==> src/rtl/l1_fill_responder_if.sv <==
`default_nettype none
// ============================================================================
//  Module      : l1_fill_responder_if
//  Description : Bundles the icache refill port and the backing-memory read
//                port of the L1 fill responder.
//                  l1_mmu_req_read   requester -> responder  refill request (level)
//                  l1_mmu_req_addr   requester -> responder  request byte address
//                  mmu_l1_done       responder -> requester  one-cycle done pulse
//                  mmu_l1_read_data  responder -> requester  256-bit line / MMIO word
//                  mem_rd            responder -> memory     one-cycle beat read pulse
//                  mem_addr          responder -> memory     beat word address
//                  mem_rvalid        memory    -> responder  beat data valid
//                  mem_rdata         memory    -> responder  beat data
//                Modport slave is the responder view; master is the
//                environment (icache + memory fabric) view.
//  Revision    : 1.0  initial release
// ============================================================================
interface l1_fill_responder_if;
    logic           l1_mmu_req_read;
    logic [31:0]    l1_mmu_req_addr;
    logic           mmu_l1_done;
    logic [255:0]   mmu_l1_read_data;
    logic           mem_rd;
    logic [31:0]    mem_addr;
    logic           mem_rvalid;
    logic [31:0]    mem_rdata;

    modport slave (
        input  l1_mmu_req_read,
        input  l1_mmu_req_addr,
        input  mem_rvalid,
        input  mem_rdata,
        output mmu_l1_done,
        output mmu_l1_read_data,
        output mem_rd,
        output mem_addr
    );

    modport master (
        output l1_mmu_req_read,
        output l1_mmu_req_addr,
        output mem_rvalid,
        output mem_rdata,
        input  mmu_l1_done,
        input  mmu_l1_read_data,
        input  mem_rd,
        input  mem_addr
    );
endinterface
`default_nettype wire

==> src/rtl/l1_fill_responder.sv <==
`default_nettype none
// ============================================================================
//  Module      : l1_fill_responder
//  Description : MMU-side responder for the L1 icache refill port. A cacheable
//                request is served as eight ascending 32-bit beats assembled
//                into a 256-bit line; an MMIO request is a single word read
//                returned in bits [31:0]. Completion is a one-cycle done pulse,
//                followed by HOLD_CYCLES cycles in which the request is ignored.
//  Ports       : sys_clk  - system clock, all state on posedge
//                rst_n    - asynchronous active-low reset
//                bus      - refill/memory interface (slave modport)
//  Parameters  : HOLD_CYCLES - post-done request blanking, 1..3 cycles
//  Revision    : 1.0  initial release
// ============================================================================
module l1_fill_responder #(
    parameter int unsigned HOLD_CYCLES = 1
) (
    input  wire logic           sys_clk,
    input  wire logic           rst_n,
    l1_fill_responder_if.slave  bus
);

    typedef enum logic [2:0] {
        ST_IDLE  = 3'd0,
        ST_ISSUE = 3'd1,
        ST_WAIT  = 3'd2,
        ST_DONE  = 3'd3,
        ST_HOLD  = 3'd4
    } state_t;

    localparam logic [2:0] LAST_BEAT = 3'd7;
    localparam logic [1:0] HOLD_LAST = 2'(HOLD_CYCLES - 1);

    // MMIO window decoder: the top 256 MiB of the address map is MMIO.
    function automatic logic mmio_addr(input logic [3:0] addr_top);
        return (addr_top == 4'hF);
    endfunction

    state_t         state_q, state_d;
    logic [31:2]    a_q, a_d;
    logic           is_mmio_q, is_mmio_d;
    logic [2:0]     beat_q, beat_d;
    logic [1:0]     hold_q, hold_d;
    logic [255:0]   line_q, line_d;

    // Byte offset within the word never affects a word-granular fetch.
    logic           unused_addr_bits;
    assign unused_addr_bits = ^bus.l1_mmu_req_addr[1:0];

    always_ff @(posedge sys_clk or negedge rst_n) begin
        if (!rst_n) begin
            state_q   <= ST_IDLE;
            a_q       <= '0;
            is_mmio_q <= 1'b0;
            beat_q    <= '0;
            hold_q    <= '0;
            line_q    <= '0;
        end else begin
            state_q   <= state_d;
            a_q       <= a_d;
            is_mmio_q <= is_mmio_d;
            beat_q    <= beat_d;
            hold_q    <= hold_d;
            line_q    <= line_d;
        end
    end

    always_comb begin
        state_d   = state_q;
        a_d       = a_q;
        is_mmio_d = is_mmio_q;
        beat_d    = beat_q;
        hold_d    = hold_q;
        line_d    = line_q;

        case (state_q)
            ST_IDLE: begin
                if (bus.l1_mmu_req_read) begin
                    a_d       = bus.l1_mmu_req_addr[31:2];
                    is_mmio_d = mmio_addr(bus.l1_mmu_req_addr[31:28]);
                    beat_d    = '0;
                    state_d   = ST_ISSUE;
                end
            end
            ST_ISSUE: begin
                state_d = ST_WAIT;
            end
            ST_WAIT: begin
                if (bus.mem_rvalid) begin
                    if (is_mmio_q) begin
                        line_d = {224'b0, bus.mem_rdata};
                    end else begin
                        line_d[{beat_q, 5'd0} +: 32] = bus.mem_rdata;
                    end
                    if (is_mmio_q || (beat_q == LAST_BEAT)) begin
                        state_d = ST_DONE;
                    end else begin
                        beat_d  = beat_q + 3'd1;
                        state_d = ST_ISSUE;
                    end
                end
            end
            ST_DONE: begin
                hold_d  = '0;
                state_d = ST_HOLD;
            end
            ST_HOLD: begin
                // Absorbs a requester that drops its registered request late.
                if (hold_q == HOLD_LAST) begin
                    state_d = ST_IDLE;
                end else begin
                    hold_d = hold_q + 2'd1;
                end
            end
            default: begin
                state_d = ST_IDLE;
            end
        endcase
    end

    // Moore outputs decoded from registered state only. mem_addr is derived
    // from the latched address and beat, so it is stable across ISSUE/WAIT.
    assign bus.mmu_l1_done      = (state_q == ST_DONE);
    assign bus.mmu_l1_read_data = line_q;
    assign bus.mem_rd           = (state_q == ST_ISSUE);
    assign bus.mem_addr         = is_mmio_q ? {a_q[31:2], 2'b00}
                                            : {a_q[31:5], beat_q, 2'b00};

endmodule
`default_nettype wire

==> src/flat_wrapper.sv <==
// flat-port wrapper written by rule: the top's interface ports become plain ports
module l1_fill_responder_flat 
#(
    parameter int unsigned HOLD_CYCLES = 1
)
  (sys_clk, rst_n, bus_l1_mmu_req_read, bus_l1_mmu_req_addr, bus_mem_rvalid, bus_mem_rdata, bus_mmu_l1_done, bus_mmu_l1_read_data, bus_mem_rd, bus_mem_addr);
  l1_fill_responder_if bus_i ();
  input  wire logic sys_clk;
  input  wire logic rst_n;
  input wire logic [$bits(bus_i.l1_mmu_req_read)-1:0] bus_l1_mmu_req_read;
  input wire logic [$bits(bus_i.l1_mmu_req_addr)-1:0] bus_l1_mmu_req_addr;
  input wire logic [$bits(bus_i.mem_rvalid)-1:0] bus_mem_rvalid;
  input wire logic [$bits(bus_i.mem_rdata)-1:0] bus_mem_rdata;
  output wire logic [$bits(bus_i.mmu_l1_done)-1:0] bus_mmu_l1_done;
  output wire logic [$bits(bus_i.mmu_l1_read_data)-1:0] bus_mmu_l1_read_data;
  output wire logic [$bits(bus_i.mem_rd)-1:0] bus_mem_rd;
  output wire logic [$bits(bus_i.mem_addr)-1:0] bus_mem_addr;
  assign bus_i.l1_mmu_req_read = bus_l1_mmu_req_read;
  assign bus_i.l1_mmu_req_addr = bus_l1_mmu_req_addr;
  assign bus_i.mem_rvalid = bus_mem_rvalid;
  assign bus_i.mem_rdata = bus_mem_rdata;
  assign bus_mmu_l1_done = bus_i.mmu_l1_done;
  assign bus_mmu_l1_read_data = bus_i.mmu_l1_read_data;
  assign bus_mem_rd = bus_i.mem_rd;
  assign bus_mem_addr = bus_i.mem_addr;
  l1_fill_responder #(.HOLD_CYCLES(HOLD_CYCLES)) u_core (.sys_clk(sys_clk), .rst_n(rst_n), .bus(bus_i));
endmodule
==> config.mk <==
export PLATFORM = sky130hd
export DESIGN_NAME = l1_fill_responder_flat
export DESIGN_NICKNAME = d
export VERILOG_FILES = /design/src/rtl/l1_fill_responder_if.sv /design/src/rtl/l1_fill_responder.sv /design/src/flat_wrapper.sv
export SDC_FILE = /design/constraint.sdc
export NUM_CORES = 1
export LEC_CHECK = 0
export ABC_AREA = 1
export BUFFER_PORTS_ARGS = -buffer_cell sky130_fd_sc_hd__buf_2
export CAP_MARGIN = 40
export CELL_PAD_IN_SITES_DETAIL_PLACEMENT = 1
export CELL_PAD_IN_SITES_GLOBAL_PLACEMENT = 1
export CORE_AREA = 4 4 180 182
export DETAILED_ROUTE_END_ITERATION = 7
export DIE_AREA = 0 0 184 186
export PLACE_DENSITY = 0.91
export SYNTH_ARGS = -nofsm -noshare
export SYNTH_HDL_FRONTEND = slang
export SYNTH_SLANG_ARGS = --single-unit
==> constraint.sdc <==
create_clock -name sys_clk -period 3 [get_ports sys_clk]
set_input_delay 0.45 -clock sys_clk [delete_from_list [all_inputs] [get_ports sys_clk]]
set_output_delay 0.45 -clock sys_clk [all_outputs]
set_load 0.02 [all_outputs]
Word level (Yosys, flattened, before mapping)
Cells that the tools add are included.

Shifts and indexed selects: 2. Muxes and demuxes: 14. Equal/unequal tests: 11. Add/sub/neg operators: 3. Reductions and logical operators: 10.

Operators with widths (count): 256-bit bitwise mux (1); 256-bit 2-to-1 mux (1); 32-bit by 10-bit variable shift with 256-bit output (first input constant) (1); 32-bit by 10-bit indexed part select with 256-bit output (1); 3-bit 2-to-1 mux (6); 3-bit case mux with 5 select lines (1); 8-bit negator with 10-bit output (1); 2-bit inequality test (second input constant) (4); 3-bit by 2-bit == test with 1-bit output (second input constant) (2); 3-bit == test (second input constant) (2); 3-bit case mux with 2 select lines (1); 2-bit AND reduction (3); 5-bit 2-to-1 mux (1); 4-bit == test (second input constant) (1); 2-bit 2-to-1 mux (2); 2-bit case mux with 2 select lines (1); 4-bit AND reduction (1); 2-bit nonzero test (2); 3-bit by 1-bit adder with 3-bit output (second input constant) (1); 3-bit by 1-bit == test with 1-bit output (second input constant) (1); 3-bit zero test (1); 3-bit AND reduction (1); 2-bit by 1-bit adder with 2-bit output (second input constant) (1); 2-bit zero test (1); other kinds (2) (2).

Word-level logic and storage cells: 46. Register bits: 295.

Depth between registers and ports, before layout
Gate-level depths: netlist (run 1).

Word-level depth: 5. Mapped depth: 13. Gate-level depth less buffers: 11.

Worst setup path before layout (run 1)
OpenSTA, ideal clock, no wires.

Path type: reg-to-reg. From: reg u_core.beat_q[0]. To: reg u_core.line_q[46] (netlist: u_core.bus.mmu_l1_read_data[46]). Slack: 995 ps. Arrival: 1872 ps. Setup time: 133 ps. Cell stages (with the launch flop): 11. Path through: dfrtp_1 > buf_4 > inv_2 > ha_1 > ha_1 > inv_1 > nor2_1 > o21ai_1 > clkbuf_1 > nand2_1 > o21ai_0.

Longest elaborated chain between the ends: 4.

RTL lines: start: declaration (line l1_fill_responder.sv:42) `logic [2:0] beat_q, beat_d;`; start signal: assignment (line l1_fill_responder.sv:62) `beat_q <= beat_d;`; 8-bit negator with 10-bit output (*) (line l1_fill_responder.sv:93) `line_d[{beat_q, 5'd0} +: 32] = bus.mem_rdata;`; 32-bit by 10-bit indexed part select with 256-bit output or 32-bit by 10-bit variable shift with 256-bit output (tied branches) (line l1_fill_responder.sv:93); 256-bit bitwise mux (*) (line l1_fill_responder.sv:93); 256-bit 2-to-1 mux (*) (line l1_fill_responder.sv:90) `if (is_mmio_q) begin`; end signal: assignment (line l1_fill_responder.sv:64) `line_q <= line_d;`; end: declaration (line l1_fill_responder.sv:44) `logic [255:0] line_q, line_d;`.

Mark *: on every way between the ends. The rest lies on a longest branch, timed or not. A chain may end at the register's enable or synchronous reset.

Worst setup path after layout (run 1)
From: reg u_core.beat_q[0]. To: reg u_core.line_q[60] (netlist: u_core.bus.mmu_l1_read_data[60]).

Same word-level chain as after synthesis.

==> impl_summary.md, run 1 <==
Place
Before CTS, the worst setup slack after placement is 0.4245 ns. The cell count after placement is 2,166. The placer congestion estimate is 0.8493.

The placed standard-cell area is 14,670 um^2. The placed wire-length estimate after detailed placement is 33.14 mm. The number of buffers inserted by port buffering is 353.

Synthesis
The synthesized instance count is 1,504. The synthesized area per cell is 8.345 um^2. The most used flip-flop cell after synthesis is sky130_fd_sc_hd__dfrtp_1. The number of enable flip-flop cells after synthesis is 0. Of the total synthesized cell area, the portion taken by full adders, half adders and majority gates is 0.5981%. Counting flops with an async set or reset pin after synthesis yields a share of 100.0%. The netlist area before placement is 12,550 um^2. The synthesized netlist devotes 3.160% of its cell area to compound gates. Summing the areas of all xor and xnor instances in the mapped netlist gives 0% of the synthesized area.

The number of different library cells used by synthesis comes to 20. After synthesis, the share of cell area in mux cells is 0.08972%. Summing the areas of all and, or, nand and nor instances in the mapped netlist gives 29.88% of the synthesized area.

For this run, the register share of the synthesized area comes to 58.82%. After synthesis, the largest family of logic cells by area is simple AND/OR/NAND/NOR gates. Yosys printed 0 warnings. After synthesis the netlist holds a flip-flop and latch count of 295.

GRT
The number of global-route vias before repair came to 12,920. Global routing used 27.49% of the available tracks across all layers. The initial antenna violation count is 2. The maximum number of pins on one net before global-route repair is 104.

Global routing finished with a remaining overflow of 0. The global-route wire length before repair is 74.21 mm.

Worst setup path
The number of buffer and inverter instances along the worst setup path is 3. STA puts the critical path data arrival time at 3.06 ns. The maximum fanout count along the critical path is 24. The setup path with the least slack is of type reg2reg. Counting stages on the worst path, the most repeated cell is sky130_fd_sc_hd__ha_1. For the worst flop-to-flop path, the logic depth is 8. The worst stage delay on the critical path is 0.46 ns. STA classifies the critical path endpoint as a register. Walking the worst path, the cells encountered are inv_2 > ha_1 > ha_1 > inv_1 > nor2_2 > buf_4 > nand3_1 > o21ai_0. The cell family contributing the most delay on the critical path is adder cells. The element type at the critical path start is a register. STA puts the critical path data required time at 3.46 ns.

The number of logic stages on the critical path including buffering is 8. The slowest cell on the critical path is sky130_fd_sc_hd__ha_1.

Clocking
In this run the number of H-tree levels came out at 1. In this run, post-CTS repair resized a total of 0 instances. Clock latency on the worst-skew pair, taken at its later pin, is 0.56 ns.

The number of buffers inserted during clock tree synthesis is 31. The number of setup buffers added after CTS is 0. The clock tree from TritonCTS is done. The maximum count of clock buffers along a single path is 3. Clock-pin slew was measured on the worst setup and hold paths at 0.06 ns.

The clock net in this run drives a total of 295 sinks. The tree is rooted in a sky130_fd_sc_hd__clkbuf_16.

Drt
The number of DRC markers in iteration 0 is 760. Detailed routing inserted a total of 11,760 vias. The mean routed wirelength per cell is 21.37 um.

The final layout contains routed wiring with a total length of 47.52 mm. Using the TritonRoute via totals, the vias-per-cell ratio works out to 5.287. The post-route DRC violation count is 0. The final antenna-violating net count is 0. The number of iterations in the first detailed-routing pass is 5.

Pwr
The analysis attributes to cell leakage a power of 9.380 nW. IR analysis of the VDD net gives a maximum drop of 0.4621 mV. In this run the power density over the cells is 749.8 nW/um^2.

Min path
The cell depth of the worst min-delay path is 3. In this run the worst hold path is classified as in2reg.

Layout
The area growth from synthesis to layout is 24.84%. The count of filler cells inserted in the layout is 3,739. In the final design database the tool counted 1,878 nets. In the layout the commonest cells are sky130_fd_sc_hd__nand2_1, sky130_fd_sc_hd__buf_2, sky130_fd_sc_hd__dfrtp_1. The proportion of layout cells with a drive suffix above 1 is 24.53%. The count of non-filler cells in the finished layout is 2,224.

The most common cell after layout, fill and taps aside is sky130_fd_sc_hd__nand2_1. The summed area of non-filler cells in the final layout is 15,670 um^2.

STA
The final hold violation count is 0. The slew of the pin with the lowest slew margin is 0.7267 ns. The peak clock frequency supported by timing is 385.1 MHz.

The post-route fraction of the period consumed by the critical path is 86.55%. The max-slew violation total from the final report is 0. The minimum setup slack in the final design is 0.4035 ns. For the finished layout, the period the worst path requires is 2.596 ns. Setup repair after global routing left no endpoint under its margin. Setup violations remaining at the end of the flow were counted as 0.

The post-route setup TNS is 0 ns. The clock arrives with 0.01182 ns of skew. The final hold slack is 0.08127 ns. The worst pin sits at a relative slew slack of 51.55%.

Floorplanning
The die covers 34,220 um^2. The x dimension of the die is 184 um. The area of the core region is 30,590 um^2. The starting utilization of the core area is 41.03%.

The number of core rows is 64. The y dimension of the die is 186 um. The number of primary I/O pins is 358.

Flow run
The tool flagged a number of max-cap violations equal to 0.

Run status
The flow ran to the end, and the final reports show no timing, DRC or antenna violations.
==> flip-flops by register name, summed over array words and instances, names as in the netlist <==
name	flops
u_core.a_q	30
u_core.beat_q	3
u_core.bus.mmu_l1_read_data	256
u_core.is_mmio_q	1
u_core.hold_q	2
u_core.state_q	3
==> power by group <==
part           internal, mW  leakage (nW)  total, mW  switching [mW]
combinational         0.814          4.86       3.25            2.43
clock                  2.18         0.487       3.79            1.61
sequential             4.43          4.03       4.71           0.271
total                  7.43          9.38       11.7            4.32
==> cell usage after synthesis, types with 2 or more instances <==
cell | n | area [um^2]
sky130_fd_sc_hd__o21ai_1 | 7 | 35.03
sky130_fd_sc_hd__o21ai_0 | 71 | 355.3
sky130_fd_sc_hd__inv_1 | 83 | 311.6
sky130_fd_sc_hd__nand2_1 | 697 | 2616
sky130_fd_sc_hd__nor2_1 | 44 | 165.2
sky130_fd_sc_hd__inv_2 | 2 | 7.510
sky130_fd_sc_hd__buf_4 | 30 | 225.2
sky130_fd_sc_hd__nand4_1 | 62 | 387.9
sky130_fd_sc_hd__buf_2 | 37 | 185.2
sky130_fd_sc_hd__nor3_1 | 2 | 10.01
sky130_fd_sc_hd__nand3_1 | 108 | 540.5
sky130_fd_sc_hd__ha_1 | 6 | 75.07
sky130_fd_sc_hd__clkbuf_1 | 54 | 202.7
sky130_fd_sc_hd__dfrtp_1 | 295 | 7382
==> cell families after synthesis <==
group | Yosys count
AO/OA/AOI/OAI | 79
buffers and inverters | 206
multiplexers | 1
AND/OR/NAND/NOR | 916
flip-flops | 295
adder cells (fa/ha/maj) | 6
other | 1
==> worst reg2reg max path, cell delays in order (launching register included) <==
cell	delay [ns]
sky130_fd_sc_hd__dfrtp_1	0.38
sky130_fd_sc_hd__inv_2	0.09
sky130_fd_sc_hd__ha_1	0.24
sky130_fd_sc_hd__ha_1	0.46
sky130_fd_sc_hd__inv_1	0.18
sky130_fd_sc_hd__nor2_2	0.42
sky130_fd_sc_hd__buf_4	0.38
sky130_fd_sc_hd__nand3_1	0.13
sky130_fd_sc_hd__o21ai_0	0.24
==> per-layer routing <==
layer  track usage (%)  routed length, um  vias up
met5                 0                  0        -
met2             47.93              23700      474
met3             5.335               3395      111
met4             10.26               1736        0
li1                  -                  -     5281
met1             34.00              18690     5893
==> cell type report <==
class | count | area (um^2) | share of cell area (%)
sequential | 295 | 7382 | 47.11
multi-input combinational | 1004 | 4310 | 27.51
timing repair buffer | 387 | 2175 | 13.88
clock buffer | 44 | 874.6 | 5.582
tap | 396 | 495.5 | 3.162
inverter | 85 | 319.1 | 2.036
clock inverter | 11 | 107.6 | 0.6867
antenna | 2 | 5.005 | 0.03194
==> final timing paths <==
check	from	to	slack, ns
setup / recovery	u_core.beat_q[0]	u_core.bus.mmu_l1_read_data[60]	0.40
hold / removal	bus_l1_mmu_req_addr[22]	u_core.a_q[22]	0.08
setup reg to reg	u_core.beat_q[0]	u_core.bus.mmu_l1_read_data[60]	0.40
hold reg to reg	u_core.bus.mmu_l1_read_data[207]	u_core.bus.mmu_l1_read_data[207]	0.47
max in group asynchronous	rst_n	u_core.bus.mmu_l1_read_data[29]	1.75
min in group asynchronous	rst_n	u_core.a_q[17]	0.44
==> through the flow <==
| stage | util [%] | total power, mW |
|---|---|---|
| 2_1_floorplan | - | 6.855 |
| 3_3_place_gp | 47.78 | 7.859 |
| 3_5_place_dp | 47.96 | 8.001 |
| 4_1_cts | 51.21 | 11.81 |
| 5_1_grt | 51.22 | 12.31 |
| 6_report | 51.22 | 11.75 |
==> repair_timing <==
action                     4_1_cts  5_1_grt
hold endpoints to repair        57        0
setup endpoints to repair        0        0
hold buffers                     1        0
Note: power is estimated with default switching activity, not from simulation.
==> run 2: changes to the inputs <==
--- a/config.mk
+++ b/config.mk
@@ -11,6 +11,7 @@
 export CELL_PAD_IN_SITES_DETAIL_PLACEMENT = 1
 export CELL_PAD_IN_SITES_GLOBAL_PLACEMENT = 1
 export CORE_AREA = 4 4 180 182
+export CTS_BUF_LIST = sky130_fd_sc_hd__clkbuf_2 sky130_fd_sc_hd__clkbuf_4 sky130_fd_sc_hd__clkbuf_8
 export DETAILED_ROUTE_END_ITERATION = 7
 export DIE_AREA = 0 0 184 186
 export PLACE_DENSITY = 0.91
==> impl_summary.md, run 2 (synthesis gave the netlist of run 1 again) <==
Drt
In this run, the number of DRC markers left after iteration 0 of detailed routing was 741. The detail route stage leaves a number of antenna-violating nets equal to 0. Dividing the detail-routed wire length by the instance count gives 21.13 um. The number of iterations in the first detailed-routing pass is 5. The routed via count divided by cell count is 5.247. Summed over all layers, the routed wires come to 47.63 mm. The total number of vias is 11,830. The post-route DRC violation count is 0.

Worst setup path
Along the worst path, the maximum fanout reaches 24. The slowest stage of the critical path belongs to the cell sky130_fd_sc_hd__ha_1. By instance count, the cell type seen most on the critical path is sky130_fd_sc_hd__ha_1. The element type at the critical path start is a register. The signal on the critical path passes through inv_2 > ha_1 > ha_1 > inv_1 > nor2_2 > buf_4 > nand3_1 > o21ai_0. The arrival time of data at the critical path endpoint is 3.08 ns. The critical setup path kind is reg2reg. The worst setup path is captured at a register. The required time at the worst-slack endpoint is 3.48 ns. The depth of the worst register-to-register path is 8. For this run, the slowest stage of the critical path takes 0.45 ns.

Floorplanning
The number of primary I/O pins is 358. The area of the core region is 30,590 um^2. The die is 186 um tall.

The die footprint is 34,220 um^2. In this run the horizontal extent of the chip is 184 um. The initial utilization of the core area, before any placement, comes to 41.03%.

The number of core rows is 64.

Layout
The flip-flop count of the largest register after layout is 256. Of the cells placed in the final design, the portion with a size suffix greater than 1 is 26.23%. The most common cell after layout, fill and taps aside is sky130_fd_sc_hd__nand2_1. The final net count is 1,897.

The multi-input combinational cell area is 4310 um^2. The total area of sequential cells is 7382 um^2. The area overhead of the layout relative to synthesis is 25.40%. After filler insertion, the fill cell instance count of the layout stands at 3,765. In the layout the commonest cells are sky130_fd_sc_hd__nand2_1, sky130_fd_sc_hd__buf_2, sky130_fd_sc_hd__dfrtp_1.

Clocking
The clock root buffer is sky130_fd_sc_hd__clkbuf_8. The number of gates resized after CTS was 0. The clock reaches the later pin of the worst-skew pair after 0.58 ns. The total number of clock tree sinks is 295.

Clock-pin slew was measured on the worst setup and hold paths at 0.06 ns. TritonCTS created 50 clock buffers. In this run the number of H-tree levels came out at 2. In this run the post-CTS setup repair buffer count came out at 0. The maximum count of clock buffers along a single path is 3. TritonCTS built the clock tree.

Pwr
For this design the static power due to leakage is 9.455 nW. The analysis attributes to net switching a power of 4.332 mW. Dividing total power by cell area gives a power density of 747.4 nW/um^2. In this run, the combinational gates consume 27.5% of the power.

The worst-case IR drop observed on VDD is 0.3999 mV. The internal portion of the total power is 7.431 mW. The sequential cell fraction of total power is 40.0%.

The portion of total power attributed to the clock network is 32.5%. Of the total power, the share spent switching nets is 36.83%.

GRT
The number of global-route vias before repair came to 13,000. The total overflow reported by the global router is 0. The total global-route track usage is 27.73%. The initial antenna violation count is 1. The global-route wire length before repair is 74.56 mm. The maximum number of pins on one net before global-route repair is 104.

Min path
The path class of the tightest hold or removal check is in2reg. The worst hold path passes through 3 cells.

STA
Adding up every negative setup slack in the final design gives 0 ns. Setup repair after global routing left no endpoint under its margin. The max-slew violation total from the final report came to 0. The post-route fraction of the period consumed by the critical path is 86.61%.

The final hold slack is 0.06584 ns. The worst pin sits at a relative slew slack of 51.18%. The minimum clock period is 2.598 ns. The final setup violation count is 0.

The final hold violation count is 0. The slew of the pin with the lowest slew margin is 0.7323 ns. Between clock sinks in the finished design, the worst skew comes to 0.02777 ns.

The peak clock frequency supported by timing is 384.9 MHz.

Place
The placer congestion estimate is 0.8493. Input and output buffers added on the ports amount to 353. The placed wire-length estimate after detailed placement is 33.14 mm.

Run status
The flow ran to the end, and the final reports show no timing, DRC or antenna violations.

Flow run
Across the run, the number of max-cap violations was 0.
[run 2: cell count changes in the layout (fill, tap and decap cells not counted), sizes merged]
cell	before	now
clkinv	8	3
bufinv	2	1
clkbuf	44	81
diode	2	1
[run 2: per-layer routing]
metal | global-route usage (%) | vias to the layer above | wire, um
met5 | 0 | - | 0
met4 | 11.54 | 0 | 1908
met3 | 5.316 | 120 | 3251
met2 | 47.92 | 460 | 23670
met1 | 34.21 | 5926 | 18800
li1 | - | 5320 | -
[run 2: metrics by stage]
step,power (mW),cell area (um^2),utilization (%),worst slack [ns],instances
6_report,11.76,15740,51.45,0.4018,2254
2_1_floorplan,6.855,12550,-,0.9950,1505
4_1_cts,11.86,15740,51.44,0.3800,2253
3_3_place_gp,7.859,14620,47.78,0.5673,2164
3_5_place_dp,8.001,14670,47.96,0.4245,2166
5_1_grt,12.37,15740,51.45,0.2468,2254
[run 2: worst max-delay path: cells and delay by family (launching register included)]
| family | cells | cell delay (ns) |
|---|---|---|
| fa+ha+maj | 2 | 0.69 |
| buf+inv | 3 | 0.63 |
| simple gates | 2 | 0.57 |
| flops | 1 | 0.37 |
| compound gates | 1 | 0.23 |
[run 2: layout make-up]
| cell class | instances | share of cell area, % |
|---|---|---|
| timing repair buffer | 387 | 13.82 |
| clock inverter | 5 | 0.3339 |
| inverter | 85 | 2.027 |
| sequential | 295 | 46.90 |
| clock buffer | 81 | 6.368 |
| multi-input combinational | 1004 | 27.39 |
| antenna | 1 | 0.01590 |
| tap | 396 | 3.148 |
[run 2: power by group through the flow]
stage	Clock (mW)	Combinational [mW]	Sequential (mW)
2_1_floorplan	0	1.85	5.01
3_3_place_gp	0	3.13	4.73
3_5_place_dp	0	3.24	4.76
4_1_cts	3.90	3.26	4.71
5_1_grt	4.09	3.52	4.77
6_report	3.82	3.23	4.71
[run 2: final timing paths]
path,slack [ns],start,endpoint
max,0.40,u_core.beat_q[0],u_core.bus.mmu_l1_read_data[59]
min,0.07,bus_l1_mmu_req_addr[22],u_core.a_q[22]
max reg2reg,0.40,u_core.beat_q[0],u_core.bus.mmu_l1_read_data[59]
min reg2reg,0.47,u_core.bus.mmu_l1_read_data[5],u_core.bus.mmu_l1_read_data[5]
max in group asynchronous,1.76,rst_n,u_core.bus.mmu_l1_read_data[165]
min in group asynchronous,0.44,rst_n,u_core.a_q[27]
[run 2: timing repair]
item	4_1_cts	5_1_grt
hold endpoints to repair	57	0
setup endpoints to repair	0	0
hold buffers	1	0
==> run 3: changes to the inputs <==
==> config.mk (replaced) <==
export PLATFORM = sky130hd
export DESIGN_NAME = l1_fill_responder_flat
export DESIGN_NICKNAME = d
export VERILOG_FILES = /design/src/rtl/l1_fill_responder_if.sv /design/src/rtl/l1_fill_responder.sv /design/src/flat_wrapper.sv
export SDC_FILE = /design/constraint.sdc
export NUM_CORES = 1
export LEC_CHECK = 0
export ABC_AREA = 0
export BUFFER_PORTS_ARGS = -buffer_cell sky130_fd_sc_hd__buf_2
export CAP_MARGIN = 40
export CORE_AREA = 4 4 194 196
export CTS_BUF_LIST = sky130_fd_sc_hd__clkbuf_2 sky130_fd_sc_hd__clkbuf_4 sky130_fd_sc_hd__clkbuf_8
export DETAILED_ROUTE_END_ITERATION = 7
export DIE_AREA = 0 0 198 200
export PLACE_DENSITY = 0.69
export SYNTH_ARGS = -nofsm -noshare
export SYNTH_HDL_FRONTEND = slang
export SYNTH_SLANG_ARGS = --single-unit
==> impl_summary.md, run 3 <==
STA
In the final timing run, aggregate negative setup slack is 0 ns. The minimum clock period is 2.577 ns. The peak clock frequency supported by timing is 388.1 MHz. Setup repair after global routing left no endpoint under its margin. The post-route fraction of the period consumed by the critical path is 85.89%.

The slew of the pin with the lowest slew margin is 0.8222 ns. Setup violations remaining at the end of the flow were counted as 0. The normalized max-slew margin is 45.18%. The final hold violation count is 0. The max-slew violation total from the final report is 0. For the final database, setup skew stands at 0.02291 ns.

Floorplanning
The y dimension of the die is 200 um. Row generation in the floorplan step produced 70 rows. The initial utilization of the core area, before any placement, comes to 40.34%. During I/O placement, the number of pins put on the boundary was 358. The die footprint is 39,600 um^2. The die is 198 um wide. The region available for standard cell placement spans 36,080 um^2.

Layout
In the final design database the tool counted 1,668 nets. In the layout the commonest cells are sky130_fd_sc_hd__buf_2, sky130_fd_sc_hd__dfrtp_1, sky130_fd_sc_hd__nand3_1, sky130_fd_sc_hd__o2bb2ai_1, sky130_fd_sc_hd__a21oi_1. The post-route netlist has 35.15% of its cells at a drive strength greater than 1.

The most common cell after layout, fill and taps aside is sky130_fd_sc_hd__buf_2. The flip-flop count of the largest register after layout is 256. The area overhead of the layout relative to synthesis is 20.71%. Cells fill 48.69% of the core in the end.

Pwr
The leakage power total is 7.721 nW. Dividing total power by cell area gives a power density of 898.7 nW/um^2. Across the VDD grid, the largest voltage drop is 0.7545 mV.

Synthesis
After synthesis, flip-flops and latches occupy 50.72% of the total area. Among all flip-flop cells after synthesis, the most frequent one is sky130_fd_sc_hd__dfrtp_1. The synthesized area per cell is 11.05 um^2.

After synthesis, the most frequently instantiated cells are sky130_fd_sc_hd__dfrtp_1, sky130_fd_sc_hd__nand3_1, sky130_fd_sc_hd__o2bb2ai_1, sky130_fd_sc_hd__a21oi_1, sky130_fd_sc_hd__o211ai_1. By area the synthesized netlist is led by sky130_fd_sc_hd__dfrtp_1, sky130_fd_sc_hd__o2bb2ai_1, sky130_fd_sc_hd__nand3_1. In the synthesized netlist the async set-or-reset flop fraction comes to 100.0%. By instance count, the leading cell after synthesis is sky130_fd_sc_hd__dfrtp_1. The portion of synthesized cell area occupied by the leading cell type is 50.72%. The dominant cell type by area after synthesis is sky130_fd_sc_hd__dfrtp_1.

Counting flops with a built-in enable in the synthesized netlist gives 0. The synthesized instance count is 1,317. The synthesized design contains 295 register bits. The Yosys step of the flow raised 0 warnings. Yosys mapped the design onto 52 distinct sky130hd cell types.

The netlist area before placement is 14,560 um^2.

Clocking
The clock passes through at most 3 buffers. The clock tree from TritonCTS is done. The H-tree was split into 2 levels. Clock tree synthesis selected as its root buffer the cell sky130_fd_sc_hd__clkbuf_8. The clock-pin slew on the worst setup and hold paths is 0.06 ns. The total number of clock tree sinks is 295. The latest clock arrival within the worst-skew pair is 0.62 ns. In this run, CTS created clock tree buffers numbering 53.

Drt
The post-route DRC violation count is 0. In the final routed layout, each cell accounts on average for 22.98 um. The routed via count divided by cell count is 5.915. The count of nets left with antenna violations once routing finished came out at 0.

The number of iterations in the first detailed-routing pass is 5. The final layout contains routed wiring with a total length of 48.37 mm. The total number of vias is 12,450. After the first detailed-routing iteration, the DRC count stood at 959.

Worst setup path
STA classifies the critical path endpoint as a register. The element type at the critical path start is a register. Data on the critical path is required at its endpoint by 3.48 ns. The critical setup path kind is reg2reg. Of all nets on the critical path, the largest fanout is 28.

STA puts the critical path data arrival time at 3.06 ns.

GRT
Global routing finished with a remaining overflow of 0. The global-route wire length before repair is 74.29 mm. Entering global routing, the biggest net connects 98 pins. The number of global-route vias before repair came to 12,520. The initial antenna violation count came to 3.

For this run, the total global-route usage over all layers was measured as 23.58%.

Place
The placer congestion estimate is 0.8066. In this run the tool buffered the top-level ports with 353 buffer cells. The placed wire-length estimate after detailed placement is 31.74 mm.

Flow run
The reported max-cap violation count is 0.

Run status
The flow ran to the end, and the final reports show no timing, DRC or antenna violations.

Min path
The worst hold-check path type is in2reg.
==> run 3: logic make-up after synthesis <==
kind of cell               count (synthesis)  synth area share [%]
DFF                                      295                 50.72
adders and majority gates                  6                0.5158
other                                      1               0.02576
AOI/OAI and AO/OA                        372                 21.18
muxes                                     63                 4.590
and+or+nand+nor                          392                 15.40
buffers and inverters                    188                 7.573
==> run 3: final timing paths <==
path	from	to	slack, ns	cells after the start
min in group asynchronous	rst_n	u_core.bus.mmu_l1_read_data[108]	0.47	2
worst min register to register	u_core.bus.mmu_l1_read_data[244]	u_core.bus.mmu_l1_read_data[244]	0.48	1
worst min-delay path	bus_l1_mmu_req_addr[17]	u_core.a_q[17]	0.06	2
worst max register to register	u_core.beat_q[1]	u_core.bus.mmu_l1_read_data[95]	0.42	7
max in group asynchronous	rst_n	u_core.bus.mmu_l1_read_data[89]	1.61	3
worst max-delay path	u_core.beat_q[1]	u_core.bus.mmu_l1_read_data[95]	0.42	7
==> run 3: critical path: stages (launching register included) <==
cell and delay [ns]:
sky130_fd_sc_hd__dfrtp_1 0.47, sky130_fd_sc_hd__inv_1 0.10, sky130_fd_sc_hd__ha_1 0.21, sky130_fd_sc_hd__ha_1 0.48, sky130_fd_sc_hd__and3b_1 0.39, sky130_fd_sc_hd__buf_4 0.39, sky130_fd_sc_hd__a21oi_1 0.13, sky130_fd_sc_hd__a221o_1 0.28
==> run 3: metal layers <==
layer  up-vias  track usage (%)  wire length [um]
li1       5477                -                 -
met5         -                0                34
met4         6            9.385              1729
met1      6302            30.59             19320
met3       123            5.220              3642
met2       543            38.73             23640
==> run 3: area by class of cell <==
cell class              instances  area, um^2
well taps                     468       585.6
clock inverters                 7       42.54
diodes                          1       2.502
inverters                       8       32.53
fillers                      3248       18520
multi-input cells             835        6160
clock buffers                  90        1089
flip-flops and latches        295        7386
repair buffers                401        2272
==> run 3: report_power, final <==
part | total [mW] | switching [mW] | internal [mW]
combinational | 6.72 | 4.50 | 2.22
sequential | 5.05 | 0.460 | 4.59
clock | 4.02 | 1.75 | 2.27
==> run 3: timing repair <==
| action | in CTS | in global routing |
|---|---|---|
| buffers inserted | 0 | 0 |
| gates resized for setup | 0 | 0 |
| endpoints found under the hold margin | 89 | 0 |
| hold buffers | 1 | 0 |
==> run 3: stage by stage <==
stage | hold WS [ns] | setup WS (ns) | instances | total power [mW] | cell area (um^2)
CTS | 0.00002548 | 0.4186 | 2104 | 15.90 | 17570
global placement | 0.4678 | 0.3737 | 2004 | 11.67 | 16380
finish | 0.05838 | 0.4233 | 2105 | 15.79 | 17570
floorplan | 0.1544 | 0.6032 | 1318 | 9.937 | 14560
global route | 0.03562 | 0.1952 | 2104 | 16.69 | 17570
detailed placement | 0.4681 | 0.4411 | 2006 | 11.83 | 16430
